$ cat src/rtl/apb_stream_fifo_pkg.sv
// apb_stream_fifo_pkg
// Shared constants for the APB-to-stream FIFO slave: register addresses
// and bit positions inside the STATUS and CTRL registers.
package apb_stream_fifo_pkg;

    // Register map (PADDR values)
    localparam int ADDR_DATA   = 0;
    localparam int ADDR_STATUS = 1;
    localparam int ADDR_CTRL   = 2;

    // STATUS bit positions; bits [STAT_CNT_W-1:0] carry the fill count
    localparam int STAT_OVF    = 7;
    localparam int STAT_FULL   = 5;
    localparam int STAT_EMPTY  = 4;
    localparam int STAT_CNT_W  = 4;

    // CTRL bit positions; flush and clear-ovf are one-shot, enable is held
    localparam int CTRL_FLUSH   = 0;
    localparam int CTRL_CLR_OVF = 1;
    localparam int CTRL_EN      = 7;

endpackage

$ cat src/rtl/apb_stream_fifo_if.sv
// apb_stream_fifo_if
// Bundles the APB slave bus and the byte stream output of apb_stream_fifo.
//   APB   : PSEL, PADDR, PENABLE, PWRITE, PWDATA (to slave), PRDATA, PREADY (from slave)
//   Stream: m_valid, m_data (from slave), m_ready (to slave)
// Handshake: a stream byte transfers on a rising PCLK edge where m_valid and
// m_ready are both 1; m_valid does not depend on m_ready. An APB transfer
// commits on the edge where PSEL and PENABLE are both 1 (PREADY is always 1).
interface apb_stream_fifo_if #(
    parameter int ADDR_W = 5,
    parameter int DATA_W = 8
);
    logic              PSEL;
    logic [ADDR_W-1:0] PADDR;
    logic              PENABLE;
    logic              PWRITE;
    logic [DATA_W-1:0] PWDATA;
    logic [DATA_W-1:0] PRDATA;
    logic              PREADY;
    logic              m_valid;
    logic [DATA_W-1:0] m_data;
    logic              m_ready;

    modport slave (
        input  PSEL, PADDR, PENABLE, PWRITE, PWDATA, m_ready,
        output PRDATA, PREADY, m_valid, m_data
    );

    modport master (
        output PSEL, PADDR, PENABLE, PWRITE, PWDATA, m_ready,
        input  PRDATA, PREADY, m_valid, m_data
    );
endinterface

$ cat src/rtl/apb_stream_fifo_sync_fifo.sv
// sync_fifo
// Single-clock FIFO with power-of-two depth.
//   clk_i, rst_ni        : clock, asynchronous active-low reset
//   push_i, wdata_i      : write request and data (ignored when full)
//   pop_i                : read request (ignored when empty)
//   flush_i              : empties the FIFO, discarding same-edge push/pop
//   head_o               : oldest entry, 0 when empty
//   count_o, full_o, empty_o : occupancy from the registered count
module sync_fifo #(
    parameter int DEPTH  = 8,
    parameter int DATA_W = 8,
    localparam int PTR_W = $clog2(DEPTH),
    localparam int CNT_W = PTR_W + 1
) (
    input  logic              clk_i,
    input  logic              rst_ni,
    input  logic              push_i,
    input  logic              pop_i,
    input  logic              flush_i,
    input  logic [DATA_W-1:0] wdata_i,
    output logic [DATA_W-1:0] head_o,
    output logic [CNT_W-1:0]  count_o,
    output logic              full_o,
    output logic              empty_o
);

    logic [DATA_W-1:0] mem_q [DEPTH];
    logic [PTR_W-1:0]  wptr_q, wptr_d;
    logic [PTR_W-1:0]  rptr_q, rptr_d;
    logic [CNT_W-1:0]  count_q, count_d;
    logic              do_push, do_pop;

    assign full_o  = (count_q == CNT_W'(DEPTH));
    assign empty_o = (count_q == '0);
    assign count_o = count_q;
    assign head_o  = empty_o ? '0 : mem_q[rptr_q];

    // Fullness is judged on the registered count, so a push into a full
    // FIFO is refused even if a pop frees a slot on the same edge.
    assign do_push = push_i & ~full_o & ~flush_i;
    assign do_pop  = pop_i & ~empty_o & ~flush_i;

    always_comb begin
        wptr_d  = wptr_q;
        rptr_d  = rptr_q;
        count_d = count_q;
        if (flush_i) begin
            wptr_d  = '0;
            rptr_d  = '0;
            count_d = '0;
        end else begin
            // Pointers are PTR_W wide, so they wrap modulo DEPTH on their own
            if (do_push) wptr_d = wptr_q + PTR_W'(1);
            if (do_pop)  rptr_d = rptr_q + PTR_W'(1);
            if (do_push && !do_pop)      count_d = count_q + CNT_W'(1);
            else if (do_pop && !do_push) count_d = count_q - CNT_W'(1);
        end
    end

    always_ff @(posedge clk_i or negedge rst_ni) begin
        if (!rst_ni) begin
            wptr_q  <= '0;
            rptr_q  <= '0;
            count_q <= '0;
        end else begin
            wptr_q  <= wptr_d;
            rptr_q  <= rptr_d;
            count_q <= count_d;
        end
    end

    // Storage needs no reset: head_o is masked to 0 while empty
    always_ff @(posedge clk_i) begin
        if (do_push) mem_q[wptr_q] <= wdata_i;
    end

endmodule

$ cat src/rtl/apb_stream_fifo.sv
// apb_stream_fifo
// APB slave that buffers bytes written to its DATA register and drains them
// through a valid/ready stream port. STATUS reports fill level and a sticky
// overflow flag; CTRL provides flush, overflow clear and stream enable.
//   PCLK, PRESETn : clock, asynchronous active-low reset
//   bus (slave)   : APB PSEL/PADDR/PENABLE/PWRITE/PWDATA/PRDATA/PREADY and
//                   stream m_valid/m_data/m_ready
module apb_stream_fifo
    import apb_stream_fifo_pkg::*;
#(
    parameter int DEPTH  = 8,
    parameter int DATA_W = 8,
    parameter int ADDR_W = 5
) (
    input  logic              PCLK,
    input  logic              PRESETn,
    apb_stream_fifo_if.slave  bus
);

    localparam int CNT_W = $clog2(DEPTH) + 1;

    logic              access;
    logic              wr_data, wr_ctrl;
    logic              sel_data, sel_status, sel_ctrl;
    logic              ovf_q, ovf_d;
    logic              en_q, en_d;
    logic              flush, pop, m_valid_w;
    logic [DATA_W-1:0] head;
    logic [CNT_W-1:0]  count;
    logic              full, empty;
    logic [DATA_W-1:0] status_v, ctrl_v, rdata;

    // Only the access phase has side effects; the setup phase is inert
    assign access     = bus.PSEL & bus.PENABLE;
    assign sel_data   = (bus.PADDR == ADDR_W'(ADDR_DATA));
    assign sel_status = (bus.PADDR == ADDR_W'(ADDR_STATUS));
    assign sel_ctrl   = (bus.PADDR == ADDR_W'(ADDR_CTRL));
    assign wr_data    = access & bus.PWRITE & sel_data;
    assign wr_ctrl    = access & bus.PWRITE & sel_ctrl;
    assign flush      = wr_ctrl & bus.PWDATA[CTRL_FLUSH];

    assign m_valid_w  = en_q & ~empty;
    assign pop        = m_valid_w & bus.m_ready;

    sync_fifo #(
        .DEPTH  (DEPTH),
        .DATA_W (DATA_W)
    ) u_fifo (
        .clk_i   (PCLK),
        .rst_ni  (PRESETn),
        .push_i  (wr_data),
        .pop_i   (pop),
        .flush_i (flush),
        .wdata_i (bus.PWDATA),
        .head_o  (head),
        .count_o (count),
        .full_o  (full),
        .empty_o (empty)
    );

    always_comb begin
        ovf_d = ovf_q;
        en_d  = en_q;
        if (wr_ctrl) begin
            en_d = bus.PWDATA[CTRL_EN];
            if (bus.PWDATA[CTRL_CLR_OVF]) ovf_d = 1'b0;
        end
        // Set after clear so an overflow on the clearing edge is not lost
        if (wr_data && full) ovf_d = 1'b1;
    end

    always_ff @(posedge PCLK or negedge PRESETn) begin
        if (!PRESETn) begin
            ovf_q <= 1'b0;
            en_q  <= 1'b0;
        end else begin
            ovf_q <= ovf_d;
            en_q  <= en_d;
        end
    end

    always_comb begin
        status_v                   = '0;
        status_v[STAT_OVF]         = ovf_q;
        status_v[STAT_FULL]        = full;
        status_v[STAT_EMPTY]       = empty;
        status_v[STAT_CNT_W-1:0]   = STAT_CNT_W'(count);
        ctrl_v                     = '0;
        ctrl_v[CTRL_EN]            = en_q;
    end

    // Read data is combinational from registered state, so a read returns
    // the values that held before the current edge's updates.
    always_comb begin
        rdata = '0;
        if (access && !bus.PWRITE) begin
            if (sel_data)        rdata = head;
            else if (sel_status) rdata = status_v;
            else if (sel_ctrl)   rdata = ctrl_v;
        end
    end

    assign bus.PRDATA  = rdata;
    assign bus.PREADY  = 1'b1;
    assign bus.m_valid = m_valid_w;
    assign bus.m_data  = head;

endmodule
$ cat src/flat_wrapper.sv
// flat-port wrapper written by rule: the top's interface ports become plain ports
module apb_stream_fifo_flat import apb_stream_fifo_pkg::*;
#(
    parameter int DEPTH  = 8,
    parameter int DATA_W = 8,
    parameter int ADDR_W = 5
)
  (PCLK, PRESETn, bus_PSEL, bus_PADDR, bus_PENABLE, bus_PWRITE, bus_PWDATA, bus_m_ready, bus_PRDATA, bus_PREADY, bus_m_valid, bus_m_data);
  apb_stream_fifo_if #(.ADDR_W(ADDR_W), .DATA_W(DATA_W)) bus_i ();
  input  logic PCLK;
  input  logic PRESETn;
  input wire logic [$bits(bus_i.PSEL)-1:0] bus_PSEL;
  input wire logic [$bits(bus_i.PADDR)-1:0] bus_PADDR;
  input wire logic [$bits(bus_i.PENABLE)-1:0] bus_PENABLE;
  input wire logic [$bits(bus_i.PWRITE)-1:0] bus_PWRITE;
  input wire logic [$bits(bus_i.PWDATA)-1:0] bus_PWDATA;
  input wire logic [$bits(bus_i.m_ready)-1:0] bus_m_ready;
  output wire logic [$bits(bus_i.PRDATA)-1:0] bus_PRDATA;
  output wire logic [$bits(bus_i.PREADY)-1:0] bus_PREADY;
  output wire logic [$bits(bus_i.m_valid)-1:0] bus_m_valid;
  output wire logic [$bits(bus_i.m_data)-1:0] bus_m_data;
  assign bus_i.PSEL = bus_PSEL;
  assign bus_i.PADDR = bus_PADDR;
  assign bus_i.PENABLE = bus_PENABLE;
  assign bus_i.PWRITE = bus_PWRITE;
  assign bus_i.PWDATA = bus_PWDATA;
  assign bus_i.m_ready = bus_m_ready;
  assign bus_PRDATA = bus_i.PRDATA;
  assign bus_PREADY = bus_i.PREADY;
  assign bus_m_valid = bus_i.m_valid;
  assign bus_m_data = bus_i.m_data;
  apb_stream_fifo #(.DEPTH(DEPTH), .DATA_W(DATA_W), .ADDR_W(ADDR_W)) u_core (.PCLK(PCLK), .PRESETn(PRESETn), .bus(bus_i));
endmodule
$ cat config.mk
export PLATFORM = sky130hd
export DESIGN_NAME = apb_stream_fifo_flat
export DESIGN_NICKNAME = d
export VERILOG_FILES = /design/src/rtl/apb_stream_fifo_pkg.sv /design/src/rtl/apb_stream_fifo_if.sv /design/src/rtl/apb_stream_fifo_sync_fifo.sv /design/src/rtl/apb_stream_fifo.sv /design/src/flat_wrapper.sv
export SDC_FILE = /design/constraint.sdc
export NUM_CORES = 1
export LEC_CHECK = 0
export CAP_MARGIN = 40
export CORE_UTILIZATION = 45
export DETAILED_ROUTE_END_ITERATION = 6
export PLACE_DENSITY = 0.64
export SYNTH_ARGS = -nofsm -noshare
export SYNTH_HDL_FRONTEND = slang
export SYNTH_HIERARCHICAL = 1
export SYNTH_SLANG_ARGS = --single-unit
$ cat constraint.sdc
create_clock -name PCLK -period 7 [get_ports PCLK]
set_clock_uncertainty 0.15 [all_clocks]
set_input_delay 2.1 -clock PCLK [delete_from_list [all_inputs] [get_ports PCLK]]
set_output_delay 2.1 -clock PCLK [all_outputs]
set_load 0.05 [all_outputs]
==> results of run 1 <==
==> area by class of cell <==
class	instances	area [um2]
Clock buffer	9	124
Clock inverter	7	80.1
Fill cell	600	3180
Inverter	9	33.8
Multi-Input combinational cell	124	1140
Sequential cell	76	2220
Tap cell	99	124
Timing Repair Buffer	47	460
==> worst max-delay path: cells and delay by family <==
family                 cells  cell delay [ps]
buffers and inverters      2             1290
and+or+nand+nor            3              850
==> layer usage <==
layer  wire, um  vias to the layer above  global-route usage
met5          0                        -                   0
met4        116                        0              0.0738
li1           -                      933                   -
met2       3140                       42               0.286
met3        250                        9              0.0364
met1       3100                      970               0.249
==> kinds of logic (layout without fill, tap and decap cells) <==
group,Yosys count,after routing,synth area share
flip-flops,76,76,0.640
AND/OR/NAND/NOR,63,63,0.0937
XOR/XNOR,6,6,0.0151
multiplexers,36,36,0.162
buffers and inverters,20,72,0.0335
adder cells (fa/ha/maj),5,5,0.0202
other,1,1,0.00108
AO/OA/AOI/OAI,13,13,0.0342
==> power by group through the flow <==
stage	combinational [mW]	sequential [mW]	clock [mW]
3_3_place_gp	0.0344	0.504	0
5_1_grt	0.0381	0.495	0.368
2_1_floorplan	0.0159	0.504	0
3_5_place_dp	0.0351	0.505	0
4_1_cts	0.0353	0.494	0.347
6_report	0.0347	0.494	0.341
==> per-stage QoR <==
| step | util | cells |
|---|---|---|
| floorplan | - | 220 |
| global placement | 0.530 | 347 |
| detailed placement | 0.541 | 355 |
| CTS | 0.568 | 371 |
| global route | 0.568 | 371 |
| finish | 0.568 | 371 |
==> registers in the layout, summed over array words and instances (netlist names) <==
register / cells
u_core/en_q: 1
u_core/ovf_q: 1
u_core/u_fifo/count_o: 4
u_core/u_fifo/mem_q: 64
u_core/u_fifo/rptr_q: 3
u_core/u_fifo/wptr_q: 3
==> cells in the final DEF (no fill, tap or decap), drive strengths merged, types with 2 or more instances in the layout <==
cell type      Yosys  layout
ha                 4       4
nand2              5       5
nand3b             2       2
nor3               5       5
nand2b             4       4
o21ai              2       2
mux2i             19      19
nor4               2       2
nor3b              3       3
a211oi             2       2
inv                9      13
and3               2       2
buf                9      12
clkdlybuf4s50      0      35
nor2              30      30
xor2               4       4
mux4              16      16
edfxtp            64      64
nand3              6       6
xnor2              2       2
a31oi              2       2
clkbuf             1       9
dfrtp             12      12
==> worst max path at each step <==
stage	start	end	slack [ps]	cells after the start
3_5_place_dp	bus_PADDR[4]	bus_PRDATA[6]	480	5
5_1_grt	bus_PADDR[4]	bus_PRDATA[6]	350	5
2_1_floorplan	bus_PADDR[4]	bus_PRDATA[6]	980	3
4_1_cts	bus_PADDR[4]	bus_PRDATA[6]	470	5
3_3_place_gp	bus_PADDR[4]	bus_PRDATA[6]	530	5
6_report	bus_PADDR[4]	bus_PRDATA[6]	510	5
==> impl_results.md, run 1 <==
- Gr ovfl total: 0
- Antenna Cells: 0
- PortBufs: 35
- Actual slew at the worst max-slew pin: 749 ps
- Largest net degree at the start of global routing: 19
- Relative slew slack: 0.501
- Post-synth EDFFs: 64
- Clock share of power: 0.392
- Drt first pass iters: 4
- RR Endpoint: u_core/u_fifo/count_o[3]
- Post-route cell area: 4190 um2
- Crit path top cell by count: clkdlybuf4s50_1
- Hpwl dp: 4660 um
- Area Overhead vs Synth: 20.7%
- Outcome: complete, no violations
- Beginning of the worst hold path: u_core/en_q
- Fin. Hold Viols: 0
- Ys Warns: 6
- I/O pin count: 37
- Synth area leader: edfxtp_1
- Commonest cells post-synth: edfxtp_1, nor2_1, mux2i_1
- Post-cts hold buffer count: 0
- Max-cap check violation count: 0
- Placer Congestion: 0.718
- Net count, final: 291
- DRC Markers: 0
- Leakage: 1.42 nW
- Initial antenna violation count: 0
- Chip height: 89.8 um
- CP max-delay cell: clkdlybuf4s50_1
- Synthesized Nets: 244
- Final worst-path cycle share: 0.927
- Core Area: 7370 um2
- CP Capture Type: output pin
- CTS Buf Count: 9
- Wirelength per Cell: 17.8 um
- Top cell type's share of synthesized area: 0.554
- Clk slew on worst S/H paths: 80 ps
- CP max stage delay: 840 ps
- Initial DRC count: 155
- Gate Count Post-Synth: 220
- Worst Hold Path EP: u_core/en_q
- PostCTS Resize Cnt: 0
- Top post-synthesis cells by area: edfxtp_1, mux4_2, dfrtp_1
- Worst-skew pair later-pin latency: 340 ps
- Routed via count: 1954
- HP Class: register to register
- TritonCTS clock tree: yes
- Overall power: 0.870 mW
- # clock sinks: 76
- Setup violations, final: 0
- Psw: 0.191 mW
- Drt total wl: 6600 um
- Share of cells above drive strength 1: 0.199
- Final hold slack: 393 ps
- Most used DFF post-synth: edfxtp_1
- Post-Syn Area: 3470 um2
- Fmax: 154 MHz
- CP max FO: 7
- Cells on worst reg2reg path: 11
- First-pass GRT wire length: 10900 um
- Mean Syn Cell Area: 15.8 um2
- Area of the die: 8070 um2
- Worst R2R Start: u_core/u_fifo/count_o[1]
- Sw Ratio: 0.220
- Synth cell types: 43
- Clock Path Buffers: 2
- All-Layer GR Usage: 0.182
- Setup ws final: 512 ps
- VDD IR max: 0.135 mV
- Vias in the first global route: 1984
- Slack of the worst reg-to-reg path: 3950 ps
- Dpl ws: 482 ps
- Vias/cell: 5.27
- Post-CTS Setup Inserts: 0
- Top-count cell post-synth: edfxtp_1
- Int Pwr: 0.679 mW
- Seq/Total Area, Yosys: 0.640
- Worst-path cell chain: clkdlybuf4s50_1, nor3b_4, nand3_1, nor3b_1, clkdlybuf4s50_1
- Asr flop ratio synth: 0.158
- H-tree depth: 3
- CTS Root Cell: clkbuf_8
- Combinational share of power: 0.040
- Post-place instance area: 3980 um2
- Crit Path Class: input pin to output pin
- Final Max Tran Viols: 0
- Final TNS setup: 0 ps
- Tmin final: 6490 ps
- Cells on Worst Hold Path: 1
- Seq pwr share: 0.568
- Initial core utilization: 0.471
- Worst setup SP type: input pin
- Crit path DAT: 4240 ps
- Pwr/cell area: 208 nW/um2
- DIE WIDTH: 89.8 um
- Crit path required time: 4750 ps
- Std-Cell Rows: 31
- Synthesized flop and latch total: 76
- RSZ-0062 raised after global routing: false
- Antenna viol nets, final: 0
Power figures use the tool's default switching activity.
==> run 2, diff against run 1 <==
--- a/config.mk
+++ b/config.mk
@@ -7,8 +7,10 @@
 export LEC_CHECK = 0
 export CAP_MARGIN = 40
 export CORE_UTILIZATION = 45
+export CTS_BUF_LIST = sky130_fd_sc_hd__clkbuf_16
 export DETAILED_ROUTE_END_ITERATION = 6
 export PLACE_DENSITY = 0.64
+export SLEW_MARGIN = 10
 export SYNTH_ARGS = -nofsm -noshare
 export SYNTH_HDL_FRONTEND = slang
 export SYNTH_HIERARCHICAL = 1
==> run 2 against run 1 <==
Clock-buffer cell count stayed put. Via count up 1.9%. Global-route usage barely moved. Sequential power is essentially flat. Fmax is essentially flat. Die area unchanged. Combinational power about the same. Critical endpoint unchanged. Highest routed layer unchanged. Worst setup slack better by 2.1 ps.
==> impl_results.md, run 2 (same netlist as run 1, synthesis figures left out) <==
- Fin. Hold Viols: 0
- Crit path top cell by count: clkdlybuf4s50_1
- Worst-path cell chain: clkdlybuf4s50_1, nor3b_4, nand3_1, nor3b_1, clkdlybuf4s50_1
- Hpwl dp: 4660 um
- I/O pin count: 37
- Post-place instance area: 3980 um2
- Initial DRC count: 115
- H-tree depth: 3
- CTS Root Cell: clkbuf_16
- Drt total wl: 6700 um
- Largest net degree at the start of global routing: 19
- Cells on worst reg2reg path: 11
- TritonCTS clock tree: yes
- DIE WIDTH: 89.8 um
- Final TNS setup: 0 ps
- Actual slew at the worst max-slew pin: 768 ps
- PostCTS Resize Cnt: 0
- Final hold slack: 387 ps
- VDD IR max: 0.132 mV
- RSZ-0062 raised after global routing: false
- Final worst-path cycle share: 0.927
- Largest Register: u_core/u_fifo/mem_q
- Area of the die: 8070 um2
- Fin cells: 371
- CP max stage delay: 840 ps
- Antenna Cells: 0
- Net count, final: 291
- Tmin final: 6490 ps
- All-Layer GR Usage: 0.182
- Wirelength per Cell: 18.1 um
- Initial core utilization: 0.471
- Pwr/cell area: 232 nW/um2
- HP Class: register to register
- Outcome: complete, no violations
- Most frequent cells in the layout: edfxtp_1, clkdlybuf4s50_1, nor2_1
- CP max-delay cell: clkdlybuf4s50_1
- Gr ovfl total: 0
- Vias in the first global route: 1992
- Commonest non-fill, non-tap cell in the layout: edfxtp_1
- Crit path DAT: 4240 ps
- Cells on Worst Hold Path: 1
- Share of cells above drive strength 1: 0.199
- Post-route cell area: 4290 um2
- Placed cell count: 355
- Max-cap check violation count: 0
- Chip height: 89.8 um
- Final Max Tran Viols: 0
- Routed via count: 1991
- Std-Cell Rows: 31
- Placer Congestion: 0.718
- # clock sinks: 76
- Worst-skew pair later-pin latency: 320 ps
- Post-CTS Setup Inserts: 0
- CP Capture Type: output pin
- Post-cts hold buffer count: 0
- Antenna viol nets, final: 0
- Core Area: 7370 um2
- Initial antenna violation count: 0
- Vias/cell: 5.37
- CP max FO: 7
- Setup violations, final: 0
- Clk slew on worst S/H paths: 60 ps
- Worst setup SP type: input pin
- Area Overhead vs Synth: 23.6%
- First-pass GRT wire length: 10900 um
- Fillers: 597
- Drt first pass iters: 4
- Clock Path Buffers: 2
- Fmax: 154 MHz
- DRC Markers: 0
- PortBufs: 35
- CTS Buf Count: 9
- Relative slew slack: 0.488
- Crit Path Class: input pin to output pin
- Max reg flops: 64
- Leakage: 1.47 nW
- Crit path required time: 4750 ps
run 2: report_power, final:
group | switching, mW | total [mW] | internal (mW)
logic | 0.0182 | 0.0346 | 0.0165
clock network | 0.185 | 0.466 | 0.281
registers | 0.00229 | 0.495 | 0.493
run 2: per-stage QoR:
| stage | power, mW | util | worst slack [ps] |
|---|---|---|---|
| floorplan | 0.520 | - | 982 |
| global placement | 0.539 | 0.530 | 529 |
| detailed placement | 0.540 | 0.541 | 482 |
| CTS | 1.00 | 0.582 | 467 |
| global route | 1.03 | 0.582 | 353 |
| finish | 0.996 | 0.582 | 514 |
run 2: layout make-up:
| cell class | count | area (um2) | area share |
|---|---|---|---|
| Clock buffer | 9 | 225 | 0.0525 |
| Clock inverter | 7 | 80.1 | 0.0187 |
| Inverter | 9 | 33.8 | 0.00788 |
| Multi-Input combinational cell | 124 | 1140 | 0.267 |
| Sequential cell | 76 | 2220 | 0.518 |
| Tap cell | 99 | 124 | 0.0289 |
| Timing Repair Buffer | 47 | 460 | 0.107 |
run 2: per-layer routing:
layer,up-vias,part of all wire,global-route usage
met5,-,0,0
met4,0,0.0079,0.0779
met3,4,0.047,0.0364
met2,60,0.49,0.288
met1,994,0.46,0.245
li1,933,-,-
run 2: path summary, 6_finish.rpt:
path / start / to / slack (ps)
min reg2reg: u_core/en_q / u_core/en_q / 390
max: bus_PADDR[4] / bus_PRDATA[6] / 510
min in group asynchronous: PRESETn / u_core/u_fifo/rptr_q[2] / 2010
min: u_core/en_q / u_core/en_q / 390
max in group asynchronous: PRESETn / u_core/u_fifo/wptr_q[1] / 4300
max reg2reg: u_core/u_fifo/count_o[1] / u_core/u_fifo/count_o[3] / 3950
run 2: critical path: cells and delay by family:
family	cells	cell delay (ps)
AND/OR/NAND/NOR	3	840
buffers and inverters	2	1290
==> run 3, diff against run 2 <==
--- a/config.mk
+++ b/config.mk
@@ -7,7 +7,6 @@
 export LEC_CHECK = 0
 export CAP_MARGIN = 40
 export CORE_UTILIZATION = 45
-export CTS_BUF_LIST = sky130_fd_sc_hd__clkbuf_16
 export DETAILED_ROUTE_END_ITERATION = 6
 export PLACE_DENSITY = 0.64
 export SLEW_MARGIN = 10
==> results of run 3 <==
The final DEF is identical to that of run 1; final timing and power are the same.
